**src/rtl/mem_stage.sv**
```systemverilog
// Memory-access pipeline stage: passes ALU results through, turns loads/stores into a
// request/acknowledge data-cache transaction with lane steering and load extension.
module mem_stage #(
  parameter int XLEN = 64
) (
  input  logic            clk,
  input  logic            reset,
  input  logic            ex_valid,
  input  logic [1:0]      ex_op,
  input  logic [1:0]      ex_size,
  input  logic            ex_unsigned,
  input  logic [XLEN-1:0] ex_addr,
  input  logic [XLEN-1:0] ex_store_data,
  input  logic [XLEN-1:0] ex_result,
  input  logic [4:0]      ex_rd,
  input  logic            flush,
  output logic            mem_stall,
  output logic            dc_req,
  output logic            dc_we,
  output logic [XLEN-1:0] dc_addr,
  output logic [XLEN-1:0] dc_wdata,
  output logic [7:0]      dc_wstrb,
  input  logic            dc_ack,
  input  logic [XLEN-1:0] dc_rdata,
  output logic            wb_valid,
  output logic            wb_wr_en,
  output logic [4:0]      wb_rd,
  output logic [XLEN-1:0] wb_data,
  output logic            wb_misalign,
  output logic            fsm_state
);

  // Handshake: dc_req is held with stable dc_we/dc_addr/dc_wdata/dc_wstrb until the
  // cycle dc_ack is high; that cycle completes the transfer and dc_rdata is sampled.
  typedef enum logic {IDLE = 1'b0, REQ = 1'b1} state_t;

  state_t          state, state_next;
  logic            is_mem, misalign, accept, mem_go, flush_any;
  logic [7:0]      strb;
  logic            r_we, r_uns, r_flush;
  logic [1:0]      r_size;
  logic [2:0]      r_off;
  logic [4:0]      r_rd;
  logic [XLEN-1:0] r_addr, r_wdata, shifted, load_ext;
  logic [7:0]      r_wstrb;

  always_comb begin
    is_mem = (ex_op == 2'd1) || (ex_op == 2'd2);
    case (ex_size)
      2'd0:    misalign = 1'b0;
      2'd1:    misalign = ex_addr[0];
      2'd2:    misalign = |ex_addr[1:0];
      default: misalign = |ex_addr[2:0];
    endcase
    case (ex_size)
      2'd0:    strb = 8'h01 << ex_addr[2:0];
      2'd1:    strb = 8'h03 << ex_addr[2:0];
      2'd2:    strb = 8'h0F << ex_addr[2:0];
      default: strb = 8'hFF;
    endcase
    accept    = (state == IDLE) && ex_valid && !flush;
    mem_go    = accept && is_mem && !misalign;
    flush_any = r_flush || flush;
  end

  always_comb begin
    shifted = dc_rdata >> {r_off, 3'b000};
    case (r_size)
      2'd0:    load_ext = r_uns ? {{(XLEN-8){1'b0}}, shifted[7:0]}
                                : {{(XLEN-8){shifted[7]}}, shifted[7:0]};
      2'd1:    load_ext = r_uns ? {{(XLEN-16){1'b0}}, shifted[15:0]}
                                : {{(XLEN-16){shifted[15]}}, shifted[15:0]};
      2'd2:    load_ext = r_uns ? {{(XLEN-32){1'b0}}, shifted[31:0]}
                                : {{(XLEN-32){shifted[31]}}, shifted[31:0]};
      default: load_ext = shifted;
    endcase
  end

  always_ff @(posedge clk) begin
    if (reset) state <= IDLE;
    else       state <= state_next;
  end

  always_comb begin
    state_next = state;
    case (state)
      IDLE:    if (mem_go) state_next = REQ;
      REQ:     if (dc_ack) state_next = IDLE;
      default: state_next = IDLE;
    endcase
  end

  always_comb begin
    mem_stall = (state == REQ);
    dc_req    = (state == REQ);
    dc_we     = dc_req && r_we;
    dc_addr   = dc_req ? r_addr  : '0;
    dc_wdata  = dc_req ? r_wdata : '0;
    dc_wstrb  = dc_req ? r_wstrb : '0;
    fsm_state = (state == REQ);
  end

  // Request registers are loaded at acceptance so the cache sees values that do not
  // follow the (possibly changing) execute outputs while the transaction is open.
  always_ff @(posedge clk) begin
    if (reset) begin
      r_we <= 1'b0; r_uns <= 1'b0; r_flush <= 1'b0; r_size <= '0; r_off <= '0;
      r_rd <= '0; r_addr <= '0; r_wdata <= '0; r_wstrb <= '0;
      wb_valid <= 1'b0; wb_wr_en <= 1'b0; wb_rd <= '0; wb_data <= '0; wb_misalign <= 1'b0;
    end else begin
      wb_valid    <= 1'b0;
      wb_wr_en    <= 1'b0;
      wb_misalign <= 1'b0;
      if (state == IDLE) begin
        if (mem_go) begin
          r_we    <= (ex_op == 2'd2);
          r_uns   <= ex_unsigned;
          r_size  <= ex_size;
          r_off   <= ex_addr[2:0];
          r_rd    <= ex_rd;
          r_addr  <= {ex_addr[XLEN-1:3], 3'b000};
          r_wdata <= ex_store_data << {ex_addr[2:0], 3'b000};
          r_wstrb <= strb;
          r_flush <= 1'b0;
        end else if (accept) begin
          wb_valid    <= 1'b1;
          wb_rd       <= ex_rd;
          wb_data     <= is_mem ? '0 : ex_result;
          wb_wr_en    <= !is_mem && (ex_rd != 5'd0);
          wb_misalign <= is_mem;
        end
      end else begin
        if (flush) r_flush <= 1'b1;
        if (dc_ack && !flush_any) begin
          wb_valid <= 1'b1;
          wb_rd    <= r_rd;
          wb_data  <= r_we ? '0 : load_ext;
          wb_wr_en <= !r_we && (r_rd != 5'd0);
        end
      end
    end
  end

endmodule

```
**config.mk**
```make
export PLATFORM = sky130hd
export DESIGN_NAME = mem_stage
export DESIGN_NICKNAME = d
export VERILOG_FILES = /design/src/rtl/mem_stage.sv
export SDC_FILE = /design/constraint.sdc
export NUM_CORES = 1
export LEC_CHECK = 0
export BUFFER_PORTS_ARGS = -buffer_cell sky130_fd_sc_hd__buf_2
export CORE_MARGIN = 4
export CORE_UTILIZATION = 31
export DETAILED_ROUTE_END_ITERATION = 8
export GPL_ROUTABILITY_DRIVEN = 0
export MAX_ROUTING_LAYER = met4
export PLACE_DENSITY = 0.58
export SKIP_CTS_REPAIR_TIMING = 1
export SYNTH_ARGS = -nofsm -noshare
export SYNTH_HDL_FRONTEND = slang
export SYNTH_SLANG_ARGS = --single-unit
```
**constraint.sdc**
```tcl
create_clock -name clk -period 2.9 [get_ports clk]
set_clock_uncertainty 0.15 [all_clocks]
set_input_delay 0.58 -clock clk [delete_from_list [all_inputs] [get_ports clk]]
set_output_delay 0.58 -clock clk [all_outputs]
set_load 0.01 [all_outputs]
```
### Yosys cells after proc, flatten, opt, wreduce, memory -nomap -nowiden

Index checks and enable logic that the tools add are counted.
Widths: inputs -> output; s select.

| word-level totals | value |
|---|---|
| register bits | 219 |
| word-level logic and storage cells | 91 |
| output and inout bits | 212 |
| memory bits (read-only) | 0 |
| bits in latches | 0 |
| memories kept | 0 |
| input port bits | 271 |
| bits in writable memories | 0 |

| cells by class | value |
|---|---|
| reductions and logical operators | 27 |
| bitwise logic cells | 2 |
| $add $sub $neg | 0 |
| divide/modulo/power cells | 0 |
| multipliers | 0 |
| shifts and indexed selects | 5 |
| order comparisons | 0 |
| mux-type cells | 33 |
| equal/unequal tests | 9 |

Operators by type and width:

| cell | count |
|---|---|
| $mux 64 | 11 |
| $pmux 64 s3 | 1 |
| $shl 64x6->64 | 1 |
| $shr 64x6->64 | 1 |
| $pmux 8 s3 | 1 |
| $mux 5 | 4 |
| $mux 1 | 13 |
| $reduce_bool 5->1 | 2 |
| $logic_and 1x1->1 | 8 |
| $mux 8 | 1 |
| $shl 1x3->8 const A | 1 |
| $shl 2x3->8 const A | 1 |
| $shl 4x3->8 const A | 1 |
| $eq 2x1->1 const B | 3 |
| $eq 2x2->1 const B | 3 |
| $logic_not 1->1 | 5 |
| $logic_not 2->1 | 2 |
| $ne 2x2->1 const B | 2 |
| $reduce_and 2->1 | 2 |
| $reduce_bool 2->1 | 2 |
| $reduce_or 4->1 | 1 |
| $pmux 1 s3 | 1 |
| $reduce_and 3->1 | 1 |
| $reduce_or 3->1 | 1 |
| other kinds (5) | 7 |

### Longest topological paths before layout

| logic depth | value |
|---|---|
| depth after elaboration | 7 |
| gate-level depth with buffers | 10 |
| gate-level depth less buffers | 7 |

### Worst setup path before layout

Ideal clock, no wire load.

| timing path | value |
|---|---|
| path kind | input -> register |
| start | input port ex_op[0] |
| end | register r_wstrb[6] |
| stages on the path | 9 |
| required time | 2.618 ns |
| arrival time | 2.417 ns |
| setup time | 0.132 ns |
| path slack | 0.201 ns |
| cell sequence | inv_1 ha_1 or3_1 buf_2 or3_1 buf_2 buf_2 a2111oi_0 nor3_1 |

| between the ends | value |
|---|---|
| longest elaborated chain between the ends | 5 |
| elaborated cells between the ends (all ways) | 6 |
| classes of those cells | eq/ne: 2; reduce/logical: 4 |

RTL lines:

| element | line | RTL |
|---|---|---|
| start, declared | 9 | `input logic [1:0] ex_op,` |
| $eq 2x1->1 or $eq 2x2->1 (tied branches) | 48 | `is_mem = (ex_op == 2'd1) \|\| (ex_op == 2'd2);` |
| $logic_or 1x1->1 (*) | 48 |  |
| $logic_and 1x1->1 (*) (2 in a row) | 62 | `mem_go = accept && is_mem && !misalign;` |
| $reduce_and 2->1 (no line) (*) | -- |  |
| end signal, assigned | 123 | `r_wstrb <= strb;` |
| end, declared | 45 | `logic [7:0] r_wstrb;` |

Mark *: on every way between the ends. The rest lies on a longest branch, timed or not.
A chain may end at the register's enable or synchronous reset.

### Final worst setup path

| timing path | value |
|---|---|
| start | register r_off[1] |
| end | register wb_data[44] |

| between the ends | value |
|---|---|
| longest elaborated chain between the ends | 6 |
| elaborated cells between the ends (all ways) | 8 |
| classes of those cells | shift: 1; mux: 7 |

RTL lines:

| element | line | RTL |
|---|---|---|
| start, declared | 42 | `logic [2:0] r_off;` |
| start signal, assigned | 119 | `r_off <= ex_addr[2:0];` |
| $shr 64x6->64 (*) | 67 | `shifted = dc_rdata >> {r_off, 3'b000};` |
| $mux 64, on equally long branches | 73, 69, 71 |  |
| $pmux 64 s3 (*) | 68 | `case (r_size)` |
| $mux 64 (*) | 137 | `wb_data <= r_we ? '0 : load_ext;` |
| $mux 64 (*) | 134 | `if (dc_ack && !flush_any) begin` |
| $mux 64 (*) | 114 | `if (state == IDLE) begin` |
| end signal, assigned | 128 | `wb_data <= is_mem ? '0 : ex_result;` |
| end signal, assigned | 137 |  |
| end, declared | 28 | `output logic [XLEN-1:0] wb_data,` |

Mark *: on every way between the ends. The rest lies on a longest branch, timed or not. The select of a mux whose other input is x is not followed.

==> metrics.csv <==
stage,metric,value,unit
outcome,run_status,"finished, final reports clean",
drt,drc_errors,0,
worst_setup_path,crit_fanout,29,
sta,slew_headroom,0.441,
run,maxCapViolCount,0,
synth,synthMostInstantiatedCell,sky130_fd_sc_hd__nand2_1,
synth,yosysWarningCount,0,
synth,synth_largest_type_area_fraction,0.335,
clocking,clock_sinks,219,
sta,rsz0062_at_grt,false,
placed_design,place_area,16100,sq um
clocking,htree_num_levels,1,
global_routing,grt-busiest-layer,met2,
pwr,worst_ir_drop_vdd,0.000393,V
global_routing,grt_antenna_before_repair,8,
placed_design,port-buffer-count,479,
synth,post_synth_inst_count,1680,
synth,syn-cell-area,13100,sq um
layout,area_taken_by_flip_flops_and_latches,4390,sq um
drt,ant_nets,0,
die,die-width,214,um
global_routing,maximum_number_of_pins_on_one_net_before_global_route_repair,149,
die,boundaryPins,483,
clocking,clkSlewWorstSetupHoldPaths,0.06,ns
synth,synth.top_cells.by_area,"sky130_fd_sc_hd__dfxtp_1 (33%), sky130_fd_sc_hd__mux2i_1 (8.9%), sky130_fd_sc_hd__nand2_1 (8.9%)",
die,die_h,214,um
worst_setup_path,crit_path_start_kind,flip-flop,
sta,setup-violations-final,0,
sta,final.min_clock_period,2.66,ns
clocking,tritoncts,yes,
sta,fin_setup_tns,0,ns
drt,totalWireLength,55100,um
drt,via_count,14200,
die,std_cell_rows,75,
sta,fmax,0.377,GHz
clocking,cts_made_buffers,27,
layout,finish.instance_area,17100,sq um
synth,syn_avg_cell_area,7.79,sq um
synth,ys_ff_latch,219,
clocking,clockRootBuffer,sky130_fd_sc_hd__clkbuf_16,
drt,vias_per_cell,5.35,
clocking,cts_max_path_buffers,3,
sta,tightest_slew,0.832,ns
layout,layout.nets,2353,
sta,final_min_period_over_clock_period,0.916,
synth,synth_commonest_cells,"sky130_fd_sc_hd__nand2_1 (309), sky130_fd_sc_hd__dfxtp_1 (219), sky130_fd_sc_hd__a21oi_1 (154), sky130_fd_sc_hd__and2_1 (145), sky130_fd_sc_hd__mux2i_1 (116)",
die,core_area,41900,sq um
worst_setup_path,worst_setup_path_end_kind,flip-flop,
drt,routed_wire_length_per_instance,20.8,um
min_path,hp-class,primary input to flip-flop,
global_routing,met3_usage,0.0398,
synth,postSynth.asyncResetShare,0,
synth,count_of_flip_flops_with_a_built_in_enable_after_synthesis,0,
die,floorplan.initialDensity,0.313,
global_routing,first_global_vias,13600,
worst_setup_path,timing.critical_path.required,3.21,ns
layout,multi_input_area,8050,sq um
global_routing,globalRoute.totalOverflow,0,
pwr,leakagePower,7.27,nW
global_routing,grt_use_met2,0.389,
clocking,clock_insertion_delay_worst_skew,0.56,ns
drt,drt_iter0_markers,1125,
global_routing,globalRouteMet1Util,0.274,
synth,dominantRegCellSynth,sky130_fd_sc_hd__dfxtp_1,
placed_design,hpwl,41700,um
sta,maxSlewViolCount,0,
sta,timing_hold_violations_final,0,
synth,synth_top_area_cell,sky130_fd_sc_hd__dfxtp_1,
layout,fillCellCount,4379,
die,die_area,45600,sq um
global_routing,grt_pass1_wl,80000,um
worst_setup_path,timing.critical_path.arrival,2.97,ns
synth,post_synth_num_cell_types,56,
layout,drive_gt1_frac,0.313,
layout,area.growth.synth_to_final,30.6,%
drt,detailedRoute.firstPassIterationCount,6,
global_routing,globalRouteTotalUtil,0.230,
worst_setup_path,worst-setup-path-type,flip-flop to flip-flop,
synth,seq_area_frac_synth,0.335,
pwr,pwr_density_cell,492,nW/um^2
==> stage by stage <==
| step | power (W) | cells | utilization | hold slack (ns) | setup slack, ns |
|---|---|---|---|---|---|
| after floorplan | 0.00417 | 1682 | - | 0.277 | 0.201 |
| after global placement | 0.00483 | 2588 | 0.385 | 0.286 | -0.0739 |
| after detailed placement | 0.00485 | 2588 | 0.385 | 0.292 | -0.0695 |
| after CTS | 0.00852 | 2634 | 0.408 | 0.0749 | 0.253 |
| after global routing | 0.00879 | 2642 | 0.408 | 0.0934 | 0.0479 |
| final | 0.00842 | 2644 | 0.409 | 0.115 | 0.245 |
==> report_power, final <==
part	internal (W)	total [W]	switching, W
combinational	0.000643	0.00155	0.000910
clock	0.00225	0.00363	0.00137
sequential	0.00315	0.00324	0.0000924
==> critical path: stages, from the launching register on <==
cell                       delay [ns]
sky130_fd_sc_hd__dfxtp_2         0.51
sky130_fd_sc_hd__buf_4           0.39
sky130_fd_sc_hd__nor2_1          0.14
sky130_fd_sc_hd__a22o_1          0.24
sky130_fd_sc_hd__o31ai_1         0.47
sky130_fd_sc_hd__o311ai_4        0.14
sky130_fd_sc_hd__buf_12          0.20
sky130_fd_sc_hd__o32ai_1         0.30
==> placed cells by master (no fill, tap or decap), types with 6 or more instances in the layout <==
| master | instances |
|---|---|
| sky130_fd_sc_hd__buf_12 | 15 |
| sky130_fd_sc_hd__mux4_2 | 17 |
| sky130_fd_sc_hd__nand3_1 | 7 |
| sky130_fd_sc_hd__a2111oi_0 | 6 |
| sky130_fd_sc_hd__nor2_1 | 112 |
| sky130_fd_sc_hd__a22o_1 | 17 |
| sky130_fd_sc_hd__clkbuf_16 | 27 |
| sky130_fd_sc_hd__a21oi_1 | 153 |
| sky130_fd_sc_hd__o32ai_1 | 21 |
| sky130_fd_sc_hd__buf_2 | 477 |
| sky130_fd_sc_hd__nand2b_1 | 21 |
| sky130_fd_sc_hd__nand2_1 | 309 |
| sky130_fd_sc_hd__o211a_1 | 7 |
| sky130_fd_sc_hd__o211ai_1 | 9 |
| sky130_fd_sc_hd__o21ai_0 | 71 |
| sky130_fd_sc_hd__o22ai_1 | 59 |
| sky130_fd_sc_hd__and3_1 | 6 |
| sky130_fd_sc_hd__a31oi_1 | 6 |
| sky130_fd_sc_hd__clkbuf_1 | 6 |
| sky130_fd_sc_hd__diode_2 | 10 |
| sky130_fd_sc_hd__a211oi_1 | 41 |
| sky130_fd_sc_hd__or3_1 | 10 |
| sky130_fd_sc_hd__and2_1 | 145 |
| sky130_fd_sc_hd__nor3_1 | 30 |
| sky130_fd_sc_hd__nor2b_1 | 15 |
| sky130_fd_sc_hd__o2111ai_1 | 7 |
| sky130_fd_sc_hd__a311oi_1 | 13 |
| sky130_fd_sc_hd__mux2_2 | 49 |
| sky130_fd_sc_hd__mux2i_1 | 116 |
| sky130_fd_sc_hd__dfxtp_1 | 216 |
| sky130_fd_sc_hd__buf_4 | 39 |
==> metal layers <==
metal,part of all wire,wire length [um]
met1,0.40,21900
met2,0.49,26900
met3,0.074,4060
met4,0.040,2200
met5,0,0
==> final timing paths <==
path / start / endpoint / slack (ns) / cells after the start
setup / recovery: r_off[1] / wb_data[44] / 0.24 / 7
setup reg to reg: r_off[1] / wb_data[44] / 0.24 / 7
hold / removal: ex_addr[37] / r_addr[37] / 0.12 / 3
hold reg to reg: r_addr[33] / r_addr[33] / 0.30 / 2
==> state kept, by name, indices dropped and copies added (netlist names) <==
name	cells
r_wdata	64
wb_wr_en	1
dc_req	1
wb_data	64
wb_rd	5
r_addr	61
r_uns	1
r_flush	1
r_wstrb	8
r_rd	5
r_size	2
wb_misalign	1
r_off	3
r_we	1
wb_valid	1
==> kinds of logic after synthesis <==
group                    after synthesis  synth area share
other                                  1          0.000286
multiplexers                         182             0.160
flip-flops                           219             0.335
AO/OA/AOI/OAI                        433             0.209
adder cells (fa/ha/maj)                4           0.00382
buffers and inverters                172            0.0552
AND/OR/NAND/NOR                      669             0.237
==> final cells by class <==
cell class              instances  area share
diodes                         10     0.00146
clock buffers                  37      0.0441
clock inverters                 9      0.0110
inverters                       7     0.00154
multi-input cells            1291       0.471
flip-flops and latches        219       0.257
well taps                     539      0.0394
repair buffers                532       0.175
Power figures use the tool's default switching activity.
